--- src/rtl/muldiv_sched_pkg.sv ---
// Shared types and constants for the multiply/divide scheduler.
package md_pkg;

  // Scheduler FSM states.
  typedef enum logic [1:0] {
    IDLE = 2'd0,
    MUL  = 2'd1,
    DIV  = 2'd2,
    FIX  = 2'd3
  } md_state_e;

  // Captured operation kind.
  typedef enum logic [1:0] {
    MD_MULT  = 2'd0,
    MD_MULTU = 2'd1,
    MD_DIV   = 2'd2,
    MD_DIVU  = 2'd3
  } md_op_e;

  // Restoring divider iteration count for 32-bit operands.
  localparam int DIV_ITERS = 32;

  // Two's-complement magnitude of a 32-bit value when sgn is set.
  function automatic logic [31:0] md_abs(input logic [31:0] v, input logic sgn);
    return (sgn && v[31]) ? (32'd0 - v) : v;
  endfunction

endpackage

--- src/rtl/muldiv_sched_if.sv ---
// E-stage side of the multiply/divide scheduler: decode, operands, flush,
// stall and HI/LO results.
// Handshake: an op is offered whenever ex_valid_i is high with a decode bit
// set; it is taken in that cycle when stall_o is low and flush_i is low.
// stall_o is the only back-pressure and is purely combinational.
interface muldiv_sched_if;
  logic        ex_valid_i;
  logic        ex_div_i;
  logic        ex_divu_i;
  logic        ex_mult_i;
  logic        ex_multu_i;
  logic        ex_mthi_i;
  logic        ex_mtlo_i;
  logic        ex_mfhi_i;
  logic        ex_mflo_i;
  logic [31:0] src_a_i;
  logic [31:0] src_b_i;
  logic        flush_i;
  logic        stall_o;
  logic        busy_o;
  logic        done_o;
  logic [31:0] hi_o;
  logic [31:0] lo_o;

  modport slave (
    input  ex_valid_i, ex_div_i, ex_divu_i, ex_mult_i, ex_multu_i,
    input  ex_mthi_i, ex_mtlo_i, ex_mfhi_i, ex_mflo_i,
    input  src_a_i, src_b_i, flush_i,
    output stall_o, busy_o, done_o, hi_o, lo_o
  );

  modport master (
    output ex_valid_i, ex_div_i, ex_divu_i, ex_mult_i, ex_multu_i,
    output ex_mthi_i, ex_mtlo_i, ex_mfhi_i, ex_mflo_i,
    output src_a_i, src_b_i, flush_i,
    input  stall_o, busy_o, done_o, hi_o, lo_o
  );
endinterface

--- src/rtl/muldiv_sched_div_core.sv ---
// Iterative restoring divider datapath: unsigned magnitudes in, one
// quotient bit per enabled step, MSB first.
module md_div_core (
  input  logic        clk,
  input  logic        rst_n,
  input  logic        i_load,
  input  logic        i_step,
  input  logic [31:0] i_dividend,
  input  logic [31:0] i_divisor,
  output logic [31:0] o_quo,
  output logic [31:0] o_rem
);
  logic [31:0] r_rem;
  logic [31:0] r_quo;
  logic [31:0] r_dvs;
  logic [32:0] w_rem_sh;
  logic [32:0] w_diff;
  logic        w_qbit;

  // Shift the next dividend bit in and try subtracting the divisor.
  always_comb begin
    w_rem_sh = {r_rem, r_quo[31]};
    w_diff   = w_rem_sh - {1'b0, r_dvs};
    w_qbit   = ~w_diff[32];
  end

  // Load magnitudes on start, otherwise restore-or-keep one step per enable.
  always_ff @(posedge clk or negedge rst_n) begin
    if (!rst_n) begin
      r_rem <= '0;
      r_quo <= '0;
      r_dvs <= '0;
    end else if (i_load) begin
      r_rem <= '0;
      r_quo <= i_dividend;
      r_dvs <= i_divisor;
    end else if (i_step) begin
      r_rem <= w_qbit ? w_diff[31:0] : w_rem_sh[31:0];
      r_quo <= {r_quo[30:0], w_qbit};
    end
  end

  assign o_quo = r_quo;
  assign o_rem = r_rem;
endmodule

--- src/rtl/muldiv_sched.sv ---
// Multiply/divide scheduler and HI/LO owner beside the E-stage ALU.
module muldiv_sched
  import md_pkg::*;
#(
  parameter int MUL_LAT = 3
) (
  input  logic         clk,
  input  logic         resetn,
  muldiv_sched_if.slave bus,
  output md_state_e    dbg_state_o
);
  localparam logic [7:0] MUL_LAST = 8'(MUL_LAT - 1);
  localparam logic [7:0] DIV_LAST = 8'(DIV_ITERS - 1);
  localparam int         PD       = (MUL_LAT > 1) ? (MUL_LAT - 1) : 1;

  md_state_e   r_state, w_next;
  md_op_e      r_op, w_start_op;
  logic [7:0]  r_cnt;
  logic [31:0] r_a, r_b, r_hi, r_lo;
  logic [63:0] r_pipe [PD];
  logic        w_is_mul, w_is_div, w_start, w_mt_ok, w_busy, w_done, w_stall;
  logic        w_signed, w_neg_q, w_neg_r;
  logic [63:0] w_ea, w_eb, w_prod, w_mul_res;
  logic [31:0] w_quo, w_rem, w_q_fix, w_r_fix;

  // Decode and start qualification for the op offered in E.
  always_comb begin
    w_is_mul   = bus.ex_mult_i | bus.ex_multu_i;
    w_is_div   = bus.ex_div_i | bus.ex_divu_i;
    w_start    = (r_state == IDLE) & bus.ex_valid_i & (w_is_mul | w_is_div) & ~bus.flush_i;
    w_mt_ok    = (r_state == IDLE) & bus.ex_valid_i & ~bus.flush_i;
    w_start_op = bus.ex_mult_i  ? MD_MULT  :
                 bus.ex_multu_i ? MD_MULTU :
                 bus.ex_div_i   ? MD_DIV   : MD_DIVU;
  end

  // State register.
  always_ff @(posedge clk or negedge resetn) begin
    if (!resetn) r_state <= IDLE;
    else         r_state <= w_next;
  end

  // Next-state: sequence the op; a flush while busy abandons it.
  always_comb begin
    w_next = r_state;
    case (r_state)
      IDLE:    if (w_start) w_next = w_is_mul ? MUL : DIV;
      MUL:     if (r_cnt == MUL_LAST) w_next = IDLE;
      DIV:     if (r_cnt == DIV_LAST) w_next = FIX;
      FIX:     w_next = IDLE;
      default: w_next = IDLE;
    endcase
    if (bus.flush_i && (r_state != IDLE)) w_next = IDLE;
  end

  // Outputs: busy, result-write pulse and E-stage stall.
  always_comb begin
    w_busy  = (r_state != IDLE);
    w_done  = ~bus.flush_i & (((r_state == MUL) && (r_cnt == MUL_LAST)) || (r_state == FIX));
    w_stall = w_busy & bus.ex_valid_i &
              (w_is_mul | w_is_div | bus.ex_mthi_i | bus.ex_mtlo_i | bus.ex_mfhi_i | bus.ex_mflo_i);
  end

  // Capture operands on start and count busy cycles.
  always_ff @(posedge clk or negedge resetn) begin
    if (!resetn) begin
      r_a   <= '0;
      r_b   <= '0;
      r_op  <= MD_MULT;
      r_cnt <= '0;
    end else if (w_start) begin
      r_a   <= bus.src_a_i;
      r_b   <= bus.src_b_i;
      r_op  <= w_start_op;
      r_cnt <= '0;
    end else if (w_busy) begin
      r_cnt <= r_cnt + 8'd1;
    end
  end

  // Product of captured operands, sign- or zero-extended to 64 bits.
  always_comb begin
    w_signed = (r_op == MD_MULT) | (r_op == MD_DIV);
    w_ea     = {{32{w_signed & r_a[31]}}, r_a};
    w_eb     = {{32{w_signed & r_b[31]}}, r_b};
    w_prod   = w_ea * w_eb;
    w_mul_res = (MUL_LAT == 1) ? w_prod : r_pipe[PD-1];
  end

  // Product pipeline; retiming spreads the multiplier across these stages.
  always_ff @(posedge clk or negedge resetn) begin
    if (!resetn) begin
      for (int i = 0; i < PD; i++) r_pipe[i] <= '0;
    end else begin
      r_pipe[0] <= w_prod;
      for (int i = 1; i < PD; i++) r_pipe[i] <= r_pipe[i-1];
    end
  end

  md_div_core u_div (
    .clk        (clk),
    .rst_n      (resetn),
    .i_load     (w_start & w_is_div),
    .i_step     (r_state == DIV),
    .i_dividend (md_abs(bus.src_a_i, bus.ex_div_i)),
    .i_divisor  (md_abs(bus.src_b_i, bus.ex_div_i)),
    .o_quo      (w_quo),
    .o_rem      (w_rem)
  );

  // Sign fix: quotient negative when signs differ, remainder follows dividend.
  always_comb begin
    w_neg_q = (r_op == MD_DIV) & (r_a[31] ^ r_b[31]);
    w_neg_r = (r_op == MD_DIV) & r_a[31];
    w_q_fix = w_neg_q ? (32'd0 - w_quo) : w_quo;
    w_r_fix = w_neg_r ? (32'd0 - w_rem) : w_rem;
  end

  // HI/LO: result write on done, otherwise MTHI/MTLO while idle.
  always_ff @(posedge clk or negedge resetn) begin
    if (!resetn) begin
      r_hi <= '0;
      r_lo <= '0;
    end else if (w_done) begin
      if (r_state == MUL) begin
        r_hi <= w_mul_res[63:32];
        r_lo <= w_mul_res[31:0];
      end else if (r_b == 32'd0) begin
        r_hi <= r_a;
        r_lo <= 32'hFFFF_FFFF;
      end else begin
        r_hi <= w_r_fix;
        r_lo <= w_q_fix;
      end
    end else if (w_mt_ok) begin
      if (bus.ex_mthi_i) r_hi <= bus.src_a_i;
      if (bus.ex_mtlo_i) r_lo <= bus.src_a_i;
    end
  end

  assign bus.stall_o  = w_stall;
  assign bus.busy_o   = w_busy;
  assign bus.done_o   = w_done;
  assign bus.hi_o     = r_hi;
  assign bus.lo_o     = r_lo;
  assign dbg_state_o  = r_state;
endmodule

--- src/flat_wrapper.sv ---
// flat-port wrapper written by rule: the top's interface ports become plain ports
module muldiv_sched_flat import md_pkg::*;
#(
  parameter int MUL_LAT = 3
)
  (clk, resetn, dbg_state_o, bus_ex_valid_i, bus_ex_div_i, bus_ex_divu_i, bus_ex_mult_i, bus_ex_multu_i, bus_ex_mthi_i, bus_ex_mtlo_i, bus_ex_mfhi_i, bus_ex_mflo_i, bus_src_a_i, bus_src_b_i, bus_flush_i, bus_stall_o, bus_busy_o, bus_done_o, bus_hi_o, bus_lo_o);
  muldiv_sched_if bus_i ();
  input  logic clk;
  input  logic resetn;
  output md_state_e dbg_state_o;
  input wire logic [$bits(bus_i.ex_valid_i)-1:0] bus_ex_valid_i;
  input wire logic [$bits(bus_i.ex_div_i)-1:0] bus_ex_div_i;
  input wire logic [$bits(bus_i.ex_divu_i)-1:0] bus_ex_divu_i;
  input wire logic [$bits(bus_i.ex_mult_i)-1:0] bus_ex_mult_i;
  input wire logic [$bits(bus_i.ex_multu_i)-1:0] bus_ex_multu_i;
  input wire logic [$bits(bus_i.ex_mthi_i)-1:0] bus_ex_mthi_i;
  input wire logic [$bits(bus_i.ex_mtlo_i)-1:0] bus_ex_mtlo_i;
  input wire logic [$bits(bus_i.ex_mfhi_i)-1:0] bus_ex_mfhi_i;
  input wire logic [$bits(bus_i.ex_mflo_i)-1:0] bus_ex_mflo_i;
  input wire logic [$bits(bus_i.src_a_i)-1:0] bus_src_a_i;
  input wire logic [$bits(bus_i.src_b_i)-1:0] bus_src_b_i;
  input wire logic [$bits(bus_i.flush_i)-1:0] bus_flush_i;
  output wire logic [$bits(bus_i.stall_o)-1:0] bus_stall_o;
  output wire logic [$bits(bus_i.busy_o)-1:0] bus_busy_o;
  output wire logic [$bits(bus_i.done_o)-1:0] bus_done_o;
  output wire logic [$bits(bus_i.hi_o)-1:0] bus_hi_o;
  output wire logic [$bits(bus_i.lo_o)-1:0] bus_lo_o;
  assign bus_i.ex_valid_i = bus_ex_valid_i;
  assign bus_i.ex_div_i = bus_ex_div_i;
  assign bus_i.ex_divu_i = bus_ex_divu_i;
  assign bus_i.ex_mult_i = bus_ex_mult_i;
  assign bus_i.ex_multu_i = bus_ex_multu_i;
  assign bus_i.ex_mthi_i = bus_ex_mthi_i;
  assign bus_i.ex_mtlo_i = bus_ex_mtlo_i;
  assign bus_i.ex_mfhi_i = bus_ex_mfhi_i;
  assign bus_i.ex_mflo_i = bus_ex_mflo_i;
  assign bus_i.src_a_i = bus_src_a_i;
  assign bus_i.src_b_i = bus_src_b_i;
  assign bus_i.flush_i = bus_flush_i;
  assign bus_stall_o = bus_i.stall_o;
  assign bus_busy_o = bus_i.busy_o;
  assign bus_done_o = bus_i.done_o;
  assign bus_hi_o = bus_i.hi_o;
  assign bus_lo_o = bus_i.lo_o;
  muldiv_sched #(.MUL_LAT(MUL_LAT)) u_core (.clk(clk), .resetn(resetn), .bus(bus_i), .dbg_state_o(dbg_state_o));
endmodule
--- config.mk ---
export PLATFORM = sky130hd
export DESIGN_NAME = muldiv_sched_flat
export DESIGN_NICKNAME = d
export VERILOG_FILES = /design/src/rtl/muldiv_sched_pkg.sv /design/src/rtl/muldiv_sched_if.sv /design/src/rtl/muldiv_sched_div_core.sv /design/src/rtl/muldiv_sched.sv /design/src/flat_wrapper.sv
export SDC_FILE = /design/constraint.sdc
export NUM_CORES = 2
export LEC_CHECK = 0
export CORE_MARGIN = 3
export CORE_UTILIZATION = 40
export DETAILED_ROUTE_END_ITERATION = 12
export GPL_TIMING_DRIVEN = 0
export PLACE_DENSITY_LB_ADDON = 0.2
export SKIP_LAST_GASP = 1
export SLEW_MARGIN = 15
export SYNTH_ARGS = -nofsm -noshare
export SYNTH_HDL_FRONTEND = slang
export SYNTH_HIERARCHICAL = 1
export SYNTH_SLANG_ARGS = --single-unit
--- constraint.sdc ---
create_clock -name clk -period 19.93 [get_ports clk]
set_clock_uncertainty 0.05 [all_clocks]
set_input_delay 2.9895 -clock clk [delete_from_list [all_inputs] [get_ports clk]]
set_output_delay 2.9895 -clock clk [all_outputs]
set_load 0.005 [all_outputs]
==> flow_summary.json <==
{
  "dieArea_sq_um": 146000,
  "rows": 137,
  "h-tree-depth": 2,
  "path_max_fanout": 12,
  "worst_ep_required_time_ns": 20.39,
  "io_pins": 145,
  "worstPathArrival_ns": 11.79,
  "vias": 44500,
  "hpwl_um": 184000,
  "whs_ns": 0.295,
  "synth_cell_types": 87,
  "cts_tree": "yes",
  "ys_seq_area_share_pct": 16.1,
  "drt_first_pass_iters": 9,
  "rsz0062_at_grt": "false",
  "drt-vias-per-instance": 5.43,
  "clockBufferDepth": 3,
  "min-delay-start": "u_core/r_pipe[65]",
  "synth.area.top_cells": "fa_1, dfrtp_1, inv_1",
  "min_path_type": "register to register",
  "clk_latency_ns": 0.60,
  "post-place-ws_ns": 8.35,
  "antenna_found_initial": 19,
  "postRouteAntennaNets": 0,
  "syn_to_final_growth_pct": 9.27,
  "start_kind": "register",
  "synthTopCellsByCount": "inv_1, fa_1, nand2_1",
  "yosysWarnings": 6,
  "period_share_pct": 56.8,
  "grt_pass1_wl_um": 325000,
  "startpoint": "u_core/r_a[31]",
  "synth-async-reset-ratio_pct": 100,
  "placed_cell_area_sq_um": 60300,
  "numCtsBuffers": 40,
  "synth_compound_area_share_pct": 7.73,
  "cpMaxStageDelayCell": "fa_2",
  "drtIter0Drc": 3709,
  "final_area_sq_um": 61700,
  "wl_per_cell_um": 27.4,
  "die_y_um": 382,
  "wl_um": 225000,
  "ys_ff_latch": 364,
  "cpMostUsedCell": "fa_1",
  "setup_viol": 0,
  "cts-root-buf": "clkbuf_16",
  "drcViolationCount": 0,
  "synth-simple-area-share_pct": 14.8,
  "drive_gt1_share_pct": 3.50,
  "synth_nets": 7551,
  "clock_sinks": 364,
  "setup_slack_ns": 8.60,
  "clk_pin_slew_worst_paths_ns": 0.06,
  "synth_most_common_cell": "inv_1",
  "syn-instance-count": 6098,
  "grt_pass1_vias": 46200,
  "postCtsSetupRepairBufs": 0,
  "synthAdderAreaFrac_pct": 45.5,
  "max_cap_violations": 0,
  "path_class": "register to register",
  "grt_max_degree": 109,
  "dieWidth_um": 382,
  "synth_top_family_by_area": "adder cells",
  "min_period_ns": 11.33,
  "post_cts_resized": 0,
  "io_buffers": 134,
  "grt_use_total_pct": 30.9,
  "postCtsHoldBufs": 0,
  "setup.worst_path.end_class": "register",
  "timing.rr.start": "u_core/r_a[31]",
  "routabilityCongestion": 1.01,
  "yosysTopAreaCell": "fa_1",
  "synth-edff-count": 0,
  "max_freq_mhz": 88.3,
  "overflow": 0,
  "cp_slowest_stage_delay_ns": 1.01,
  "worst_pin_slew_ns": 1.34,
  "syn-cell-area_sq_um": 56500,
  "yosys_most_used_dff": "dfrtp_1",
  "status": "completed",
  "muxShareOfSynthArea_pct": 1.94,
  "start_util_pct": 40.4,
  "avgSynthCellArea_sq_um": 9.26,
  "slew_violations": 0,
  "yosysTopAreaCellShare_pct": 39.9,
  "synth-xor-area-share_pct": 3.53,
  "hold_viol": 0,
  "core_area_sq_um": 140000,
  "slew_headroom_pct": 10.7,
  "finalNetCount": 7732
}
## sequential cells by signal, summed over array words and instances (netlist names)
name / cells
u_core/u_div/o_rem: 32
u_core/r_pipe: 64
u_core/bus.lo_o: 32
u_core/u_div/o_quo: 32
u_core/bus.hi_o: 32
u_core/w_mul_res: 64
u_core/dbg_state_o: 2
u_core/r_op: 2
u_core/r_b: 32
u_core/r_cnt: 8
u_core/u_div/r_dvs: 32
u_core/r_a: 32
## layout by cell type (no fill, tap or decap), drive strengths merged, types with 17 or more instances in the layout
cell type / instances
or3: 21
a311oi: 34
nand3: 31
a211oi: 57
nor2b: 17
nand2: 970
o31ai: 22
o221ai: 20
o21ai: 153
nor3: 39
nor4: 28
ha: 251
xnor2: 140
o211ai: 17
a31oi: 64
fa: 1126
clkbuf: 409
and2: 389
a21oi: 166
mux2i: 34
dfrtp: 364
mux2: 67
buf: 31
xor2: 87
a21o: 36
nand2b: 21
clkdlybuf4s50: 133
inv: 1175
nor2: 231
## metrics by stage
step	utilization, %	TNS, ns	instances
after floorplan	-	0	6098
after global placement	43.0	-71.44	8108
after detailed placement	43.1	0	8113
after CTS	44.1	0	8184
after global routing	44.1	0	8184
final	44.1	0	8197
## worst paths after layout
| check | to | slack (ns) | depth (start not counted) |
|---|---|---|---|
| hold reg to reg | u_core/w_mul_res[1] | 0.30 | 0 |
| setup reg to reg | u_core/r_pipe[125] | 8.60 | 28 |
| min in group asynchronous | u_core/u_div/r_dvs[25] | 2.31 | 1 |
| setup / recovery | u_core/r_pipe[125] | 8.60 | 28 |
| max in group asynchronous | u_core/r_a[7] | 16.18 | 3 |
| hold / removal | u_core/w_mul_res[1] | 0.30 | 0 |
## layout make-up
cell class	count	area, sq um
Fill cell	13900	78100
Antenna cell	13	32.5
Inverter	1174	4410
Tap cell	1876	2350
Buffer	382	1500
Clock inverter	19	263
Clock buffer	52	1110
Timing Repair Buffer	139	1460
Sequential cell	364	9110
Multi-Input combinational cell	4178	41500
## logic make-up after synthesis
| family | Yosys count |
|---|---|
| muxes | 101 |
| adders and majority gates | 1377 |
| xor gates and xnor gates | 227 |
| DFF | 364 |
| and+or+nand+nor | 1818 |
| AOI/OAI and AO/OA | 655 |
| buffers and inverters | 1556 |
## worst max-delay path, delay by kind of cell, from the launching register on
kind / cells / cell delay, ns
XOR/XNOR: 1 / 0.15
buffers and inverters: 7 / 1.79
AO/OA/AOI/OAI: 7 / 1.72
flip-flops: 1 / 0.77
adder cells (fa/ha/maj): 9 / 5.21
AND/OR/NAND/NOR: 4 / 1.48
## metal layers
metal	GRT usage, %	up-vias	wire length, um
li1	-	18900	-
met1	40.4	23100	90300
met2	48.6	2103	101000
met3	7.23	452	20800
met4	14.3	8	12100
met5	0	-	58
Power is not shown: default switching activity piles up to over one toggle a cycle in this logic, so the estimate is an artifact.
